File: config.mk
export PLATFORM = sky130hd
export DESIGN_NAME = mcdt_rx_demux
export DESIGN_NICKNAME = d
export VERILOG_FILES = /design/src/rtl/mcdt_rx_demux.sv
export SDC_FILE = /design/constraint.sdc
export NUM_CORES = 2
export LEC_CHECK = 0
export ABC_AREA = 1
export BUFFER_PORTS_ARGS = -buffer_cell sky130_fd_sc_hd__buf_2
export CORE_UTILIZATION = 40
export DETAILED_ROUTE_END_ITERATION = 10
export PLACE_DENSITY_LB_ADDON = 0.08
export SYNTH_ARGS = -nofsm -noshare
export SYNTH_HDL_FRONTEND = slang
export SYNTH_SLANG_ARGS = --single-unit
File: constraint.sdc
create_clock -name clk_i -period 6.1 [get_ports clk_i]
set_input_delay 0.305 -clock clk_i [delete_from_list [all_inputs] [get_ports clk_i]]
set_output_delay 0.305 -clock clk_i [all_outputs]
set_load 0.02 [all_outputs]
File: src/rtl/mcdt_rx_demux.sv
// Demultiplexes the merged mcdt stream into three show-ahead channel FIFOs with valid/ready outputs.
// Latency: a word pushed at edge k is visible on its channel after edge k; no bypass of an empty FIFO.
// Backpressure: none upstream; a word for a full channel without a same-cycle pop is dropped and flagged.
// Optional per-channel accepted-word counters are compiled in when MCDT_RX_CNT_EN is defined.
module mcdt_rx_demux #(
    parameter int DEPTH = 32,
    parameter int DW    = 32,
    parameter int MW    = $clog2(DEPTH) + 1
) (
    input  logic          clk_i,
    input  logic          rst_i,
    input  logic [DW-1:0] mcdt_data_i,
    input  logic          mcdt_val_i,
    input  logic [1:0]    mcdt_id_i,
    output logic [DW-1:0] ch0_data_o,
    output logic          ch0_valid_o,
    input  logic          ch0_ready_i,
    output logic [MW-1:0] ch0_margin_o,
    output logic          ch0_ovf_o,
    output logic [DW-1:0] ch1_data_o,
    output logic          ch1_valid_o,
    input  logic          ch1_ready_i,
    output logic [MW-1:0] ch1_margin_o,
    output logic          ch1_ovf_o,
    output logic [DW-1:0] ch2_data_o,
    output logic          ch2_valid_o,
    input  logic          ch2_ready_i,
    output logic [MW-1:0] ch2_margin_o,
    output logic          ch2_ovf_o,
`ifdef MCDT_RX_CNT_EN
    output logic [15:0]   ch0_cnt_o,
    output logic [15:0]   ch1_cnt_o,
    output logic [15:0]   ch2_cnt_o,
`endif
    input  logic          clr_i,
    output logic          id_err_o
);

    localparam int PW = $clog2(DEPTH);
    localparam logic [MW-1:0] FULL_CNT = MW'(DEPTH);

    logic [DW-1:0] mem_q    [3][DEPTH];
    logic [PW-1:0] wr_ptr_q [3];
    logic [PW-1:0] wr_ptr_d [3];
    logic [PW-1:0] rd_ptr_q [3];
    logic [PW-1:0] rd_ptr_d [3];
    logic [MW-1:0] count_q  [3];
    logic [MW-1:0] count_d  [3];
    logic [MW-1:0] margin_q [3];
    logic [MW-1:0] margin_d [3];
    logic [DW-1:0] dout_q   [3];
    logic [DW-1:0] dout_d   [3];
    logic          ovf_q    [3];
    logic          ovf_d    [3];
    logic          rdy      [3];
    logic          sel      [3];
    logic          full     [3];
    logic          push     [3];
    logic          pop      [3];
    logic          drop     [3];
    logic          id_err_q;
    logic          id_err_d;

    assign rdy[0] = ch0_ready_i;
    assign rdy[1] = ch1_ready_i;
    assign rdy[2] = ch2_ready_i;

    // Per-channel push/pop decision, pointer/count update and next head-of-FIFO word.
    always_comb begin
        for (int c = 0; c < 3; c++) begin
            sel[c]      = mcdt_val_i && (mcdt_id_i == 2'(c));
            full[c]     = (count_q[c] == FULL_CNT);
            pop[c]      = (count_q[c] != '0) && rdy[c];
            // A full FIFO still accepts when the head leaves in the same cycle.
            push[c]     = sel[c] && (!full[c] || pop[c]);
            drop[c]     = sel[c] && full[c] && !pop[c];
            wr_ptr_d[c] = wr_ptr_q[c] + PW'(push[c]);
            rd_ptr_d[c] = rd_ptr_q[c] + PW'(pop[c]);
            count_d[c]  = count_q[c] + MW'(push[c]) - MW'(pop[c]);
            margin_d[c] = FULL_CNT - count_d[c];
            dout_d[c]   = dout_q[c];
            // The incoming word becomes the head when nothing else will be left in front of it.
            if (push[c] && ((count_q[c] == '0) || (pop[c] && (count_q[c] == MW'(1))))) begin
                dout_d[c] = mcdt_data_i;
            end else if (pop[c] && (count_q[c] > MW'(1))) begin
                dout_d[c] = mem_q[c][rd_ptr_d[c]];
            end
            // Set wins over a simultaneous clear.
            ovf_d[c] = drop[c] | (ovf_q[c] & ~clr_i);
        end
        id_err_d = (mcdt_val_i && (mcdt_id_i == 2'd3)) | (id_err_q & ~clr_i);
    end

    // FIFO storage; contents need no reset because count gates visibility.
    always_ff @(posedge clk_i) begin
        for (int c = 0; c < 3; c++) begin
            if (push[c]) begin
                mem_q[c][wr_ptr_q[c]] <= mcdt_data_i;
            end
        end
    end

    // Control state, registered outputs and sticky flags.
    always_ff @(posedge clk_i) begin
        if (rst_i) begin
            for (int c = 0; c < 3; c++) begin
                wr_ptr_q[c] <= '0;
                rd_ptr_q[c] <= '0;
                count_q[c]  <= '0;
                margin_q[c] <= FULL_CNT;
                dout_q[c]   <= '0;
                ovf_q[c]    <= 1'b0;
            end
            id_err_q <= 1'b0;
        end else begin
            for (int c = 0; c < 3; c++) begin
                wr_ptr_q[c] <= wr_ptr_d[c];
                rd_ptr_q[c] <= rd_ptr_d[c];
                count_q[c]  <= count_d[c];
                margin_q[c] <= margin_d[c];
                dout_q[c]   <= dout_d[c];
                ovf_q[c]    <= ovf_d[c];
            end
            id_err_q <= id_err_d;
        end
    end

    assign ch0_data_o   = dout_q[0];
    assign ch1_data_o   = dout_q[1];
    assign ch2_data_o   = dout_q[2];
    assign ch0_valid_o  = (count_q[0] != '0);
    assign ch1_valid_o  = (count_q[1] != '0);
    assign ch2_valid_o  = (count_q[2] != '0);
    assign ch0_margin_o = margin_q[0];
    assign ch1_margin_o = margin_q[1];
    assign ch2_margin_o = margin_q[2];
    assign ch0_ovf_o    = ovf_q[0];
    assign ch1_ovf_o    = ovf_q[1];
    assign ch2_ovf_o    = ovf_q[2];
    assign id_err_o     = id_err_q;

`ifdef MCDT_RX_CNT_EN
    logic [15:0] cnt_q [3];
    logic [15:0] cnt_d [3];

    // Accepted-word counters: saturate, skip dropped words, a clear still counts the word of that cycle.
    always_comb begin
        for (int c = 0; c < 3; c++) begin
            if (clr_i) begin
                cnt_d[c] = 16'(push[c]);
            end else if (push[c] && (cnt_q[c] != 16'hFFFF)) begin
                cnt_d[c] = cnt_q[c] + 16'd1;
            end else begin
                cnt_d[c] = cnt_q[c];
            end
        end
    end

    // Counter registers.
    always_ff @(posedge clk_i) begin
        for (int c = 0; c < 3; c++) begin
            if (rst_i) begin
                cnt_q[c] <= '0;
            end else begin
                cnt_q[c] <= cnt_d[c];
            end
        end
    end

    assign ch0_cnt_o = cnt_q[0];
    assign ch1_cnt_o = cnt_q[1];
    assign ch2_cnt_o = cnt_q[2];
`endif

endmodule

# Word-level counts from Yosys, hierarchy flattened
# Memories as Yosys holds them, arrays and structs flattened.
# Cells that the tools add are included.
# totals
ff_bits	1
latch_bits	0
ram_bits	3237
mem_bits_ro	0
in_bits	41
n_memories	7
# op_classes
addsub	15
mul	0
n_div	0
order_cmp	12
eq_ne	9
shift	0
muxes	54
bitwise_logic	33
reduce_logical	49
# memory_table
name	depth	width	read_ports	rd_clocked_by_memory_dff	write_ports	line_no	rtl
mem_q	3	1024	3	0	1	42	logic [DW-1:0] mem_q [3][DEPTH];
dout_q	3	32	3	0	3	51	logic [DW-1:0] dout_q [3];
count_q	3	6	3	0	3	47	logic [MW-1:0] count_q [3];
margin_q	3	6	3	0	3	49	logic [MW-1:0] margin_q [3];
rd_ptr_q	3	5	3	0	3	45	logic [PW-1:0] rd_ptr_q [3];
wr_ptr_q	3	5	3	0	3	43	logic [PW-1:0] wr_ptr_q [3];
1 more memories	--	--	--	--	--	--	
# ops
cell	n
$mux W1024	7
$reduce_or A1024 Y1	2
$mux W32	18
$bmux W32 S5	3
$demux W32 S5	3
$ge A6 B6 Y1 const B	6
$mux W6	6
$not A5 Y6	6
$add A5 B1 Y5	6
$mux W5	6
$logic_and A1 B1 Y1	28
$or A1 B1 Y1	22
$add A6 B1 Y6	3
$eq A6 B1 Y1 const B	3
$eq A6 B6 Y1 const B	3
$gt A6 B1 Y1 const B	3
$logic_not A6 Y1	3
$lt A6 B1 Y1 const B	3
$reduce_bool A6 Y1	3
$sub A6 B1 Y6	3
$sub A6 B6 Y6 const A	3
$mux W1	9
$logic_not A1 Y1	6
$logic_or A1 B1 Y1	6
other kinds (6)	11

# Depth between registers and ports, before layout
# logic_depth
depth_word	10
ltp_mapped	19

# Worst setup path after synthesis
# OpenSTA, ideal clock, no wires.
# synth_path
path_type	flip-flop to flip-flop
from	mem count_q[0][14] (netlist name)
to	mem mem_q[0][2176] (netlist name) (enable)
setup_ns	0.421
t_arrival_ns	2.792
required_time_ns	5.679
setup_slack_ns	2.887
stages_incl_launch_ff	8
path_buffers	0
synth_period_minus_slack_ns	3.213
cell_sequence	dfxtp_1 > inv_1 > ha_1 > nand3_2 > nand2_2 > a21boi_2 > nand4_1 > nor2_1
# synth_rtl
item	line_no
start, declared	47
end, declared	42

==> results by group <==
Run status
  • Outcome: complete, no violations

Power and ir drop
  • Pwr Density: 408 mW/mm^2
  • Total power: 65.7 mW
  • Worst vdd ir: 0.501 mV
  • P_leak: 62.3 nW

Synth
  • Post-synthesis mux area share: 0%
  • Commonest cells post-synth: nand3_1, edfxtp_1, inv_1
  • Synth top area share: 64.7%
  • Post-synth EDFFs: 3072
  • Main flop type after synthesis: edfxtp_1
  • Simple-gate share of the synthesized area: 23.0%
  • Adder-cell share of the synthesized area: 0.385%
  • Synth Warn #: 0
  • Mapped Nets: 13200
  • Register area share after synthesis: 67.0%
  • Asr flop ratio synth: 0%
  • Mapped Cells: 13100
  • Most common cell in the netlist: nand3_1
  • Mean post-synth cell area: 10.9 sq um
  • Largest family of logic cells by synthesized area: simple AND/OR/NAND/NOR gates
  • Area fraction in compound gates after synthesis: 0.891%
  • Post-Synth XOR/XNOR Area: 0.153%
  • Register bit count reported by yosys: 3235
  • Synth Cell Area: 0.142 sq mm
  • Dominant cells by area after synthesis: edfxtp_1, nand3_1, inv_1, nand3b_1, nand2_1
  • Post-synth top area cell: edfxtp_1
  • Post-synth cell types: 33

Finish
  • Final Instance Area: 0.161 sq mm
  • Ratio of cells with drive above 1 in the final layout: 8.20%
  • Final Net Count: 13100
  • Layout Area Growth over Synthesis: 13.0%
  • Final Util: 45.6%

CTS
  • Cts bufs inserted: 367
  • CTS tree: yes
  • Max Buffers Root-to-Sink: 4
  • Worst-Skew Late Latency: 0.96 ns
  • Clk slew on worst S/H paths: 0.06 ns
  • CTS root buf: clkbuf_16
  • Postcts setup bufs: 0
  • H-tree levels: 5
  • Sink Count: 3235
  • PostCTS Resize Cnt: 0

STA
  • Clock Skew: 0.0346 ns
  • Final setup vio count: 0
  • Final period utilization: 71.4%
  • RSZ-0062 raised after global routing: no
  • Final worst hold slack: 0.0628 ns
  • Tmin final: 4.36 ns
  • Slew @ Worst Pin: 1.43 ns
  • Max Fclk: 230 MHz
  • Final Hold Fails: 0
  • Final TNS setup: 0 ns
  • Rel. slew slack: 4.57%
  • Slew Viols, Final: 0

Die
  • Die width: 599 microns
  • Row count: 218
  • Height of the chip: 599 microns
  • Initial Util: 40.3%
  • I/O pin cnt: 162
  • CORE AREA: 0.353 sq mm
  • Die area: 0.359 sq mm

Setup path
  • Crit path max fanout: 115
  • CP Cell Sequence: inv_1, ha_1, nand3_2, nand3_4, buf_4, nand2_8, buf_4, nand2_1, nand3_1, nand3_1, nand3_1, nand3_1, nand3_1, a21oi_1
  • Slowest CP cell: buf_4
  • Crit path from: count_q[0][16]
  • Worst Path Arrival: 5.24 ns
  • Reg2Reg Launch Point: count_q[0][16]
  • Worst Setup EP: dout_q[0][77]
  • Crit path capture type: flop
  • Most used cell, CP: nand3_1
  • Worst R2R Path Depth: 14
  • Capturing point of the worst reg2reg path: dout_q[0][77]
  • Critical Path Max Stage Delay: 0.75 ns
  • Crit Path Category: flop to flop
  • CP required: 6.98 ns
  • Flop2flop setup slack: 1.74 ns
  • Crit path launch type: flop

Min path
  • Worst min path class: input pin to flop

GRT
  • Number of global-route vias before repair: 94000
  • Busiest layer in global routing: met2
  • Met1 GRT Util: 39.7%
  • Tot GR Track Use: 27.5%
  • Largest net degree at the start of global routing: 176
  • M3 GR Usage: 3.67%
  • M2 GR Usage: 42.4%
  • Antenna violations before repair: 52
  • First-pass GRT wire length: 710000 microns
  • Total gr overflow: 0

Drt
  • Initial DRC Count: 12300
  • Drt drc: 0
  • Via count: 99600
  • Via/cell ratio: 5.50
  • 1st-pass router iterations: 6
  • Post-route antenna net violation count: 0
  • WL/cell: 27.8 microns
  • DRT Wirelength: 503000 microns

Placement
  • Dpl hpwl: 287000 microns
  • Gpl congestion: 0.878
  • Port bufs: 161
  • DP Area: 0.149 sq mm

Run
  • Maxcap violations: 0
[cells by family (layout without fill, tap and decap cells)]
group | Yosys count | in the layout
xor gates and xnor gates | 24 | 24
and+or+nand+nor | 6546 | 6546
DFF | 3235 | 3235
adders and majority gates | 42 | 42
other | 0 | 24
AOI/OAI and AO/OA | 248 | 248
buffers and inverters | 3004 | 3268
[critical path: cells and delay by family, from the launching register on]
kind / cells / cell delay [ns]
adder cells (fa/ha/maj): 1 / 0.23
buffers and inverters: 3 / 1.38
AO/OA/AOI/OAI: 1 / 0.19
AND/OR/NAND/NOR: 9 / 1.98
flip-flops: 1 / 0.29
[cells in the final DEF (no fill, tap or decap), types with 13 or more instances in the layout]
| cell type | instances |
|---|---|
| nand3_1 | 3589 |
| o21ai_0 | 118 |
| edfxtp_1 | 3072 |
| nand2_1 | 1817 |
| bufinv_16 | 33 |
| a21oi_1 | 122 |
| inv_1 | 2111 |
| nor2_4 | 96 |
| nor2_1 | 72 |
| clkinv_1 | 72 |
| inv_6 | 13 |
| nand3b_1 | 941 |
| dfxtp_1 | 163 |
| buf_2 | 128 |
| clkinv_2 | 63 |
| clkbuf_16 | 377 |
| buf_12 | 49 |
| ha_1 | 36 |
| dlygate4sd3_1 | 35 |
| clkbuf_8 | 20 |
| buf_4 | 250 |
| clkbuf_1 | 86 |
| diode_2 | 24 |
[registers in the layout (all words and copies together), names as in the netlist]
signal	flops
wr_ptr_q	15
id_err_o	1
rd_ptr_q	15
dout_q	96
count_q	18
margin_q	15
mem_q	3072
ovf_q	3
[where the power goes]
part,internal [mW],total (mW),switching (mW)
clock network,13.0,22.2,9.25
registers,24.7,25.3,0.601
logic,4.75,18.2,13.4
total,42.4,65.7,23.3
[metrics by stage]
| step | std cells | setup WS (ns) |
|---|---|---|
| finish | 18100 | 1.74 |
| global route | 18100 | 1.50 |
| CTS | 18100 | 1.76 |
| detailed placement | 17400 | 1.79 |
| global placement | 17400 | 1.86 |
| floorplan | 13100 | 2.89 |
[area by class of cell]
class                   instances  area (sq um)
fillers                     32800        192000
flip-flops and latches       3235         95500
multi-input cells            6860         35800
clock buffers                 483         10000
inverters                    2125          8010
well taps                    4730          5920
repair buffers                463          3860
clock inverters               197          1880
diodes                         24          60.1
[how the worst min path moves through the flow]
stage,start,endpoint,depth (start not counted)
after floorplan,mcdt_data_i[0],mem_q[0][0],0
after CTS,ch1_ready_i,count_q[0][6],7
after global placement,id_err_o,id_err_o,2
after global routing,mcdt_data_i[21],mem_q[0][1045],1
final,mcdt_data_i[18],mem_q[0][2482],1
after detailed placement,ovf_q[0][1],ovf_q[0][1],2
[routing by layer]
metal	part of all wire [%]	routed length, microns	vias up
met5	0.0046	23	-
li1	-	-	44700
met2	45	226000	4160
met1	44	219000	50000
met4	4.0	20100	4
met3	7.5	37800	726
[repair_timing]
item,4_1_cts,5_1_grt
hold endpoints to repair,760,0
hold buffers,35,0
endpoints found under the setup margin,0,0
No activity file was read; power rests on OpenSTA's default activity.
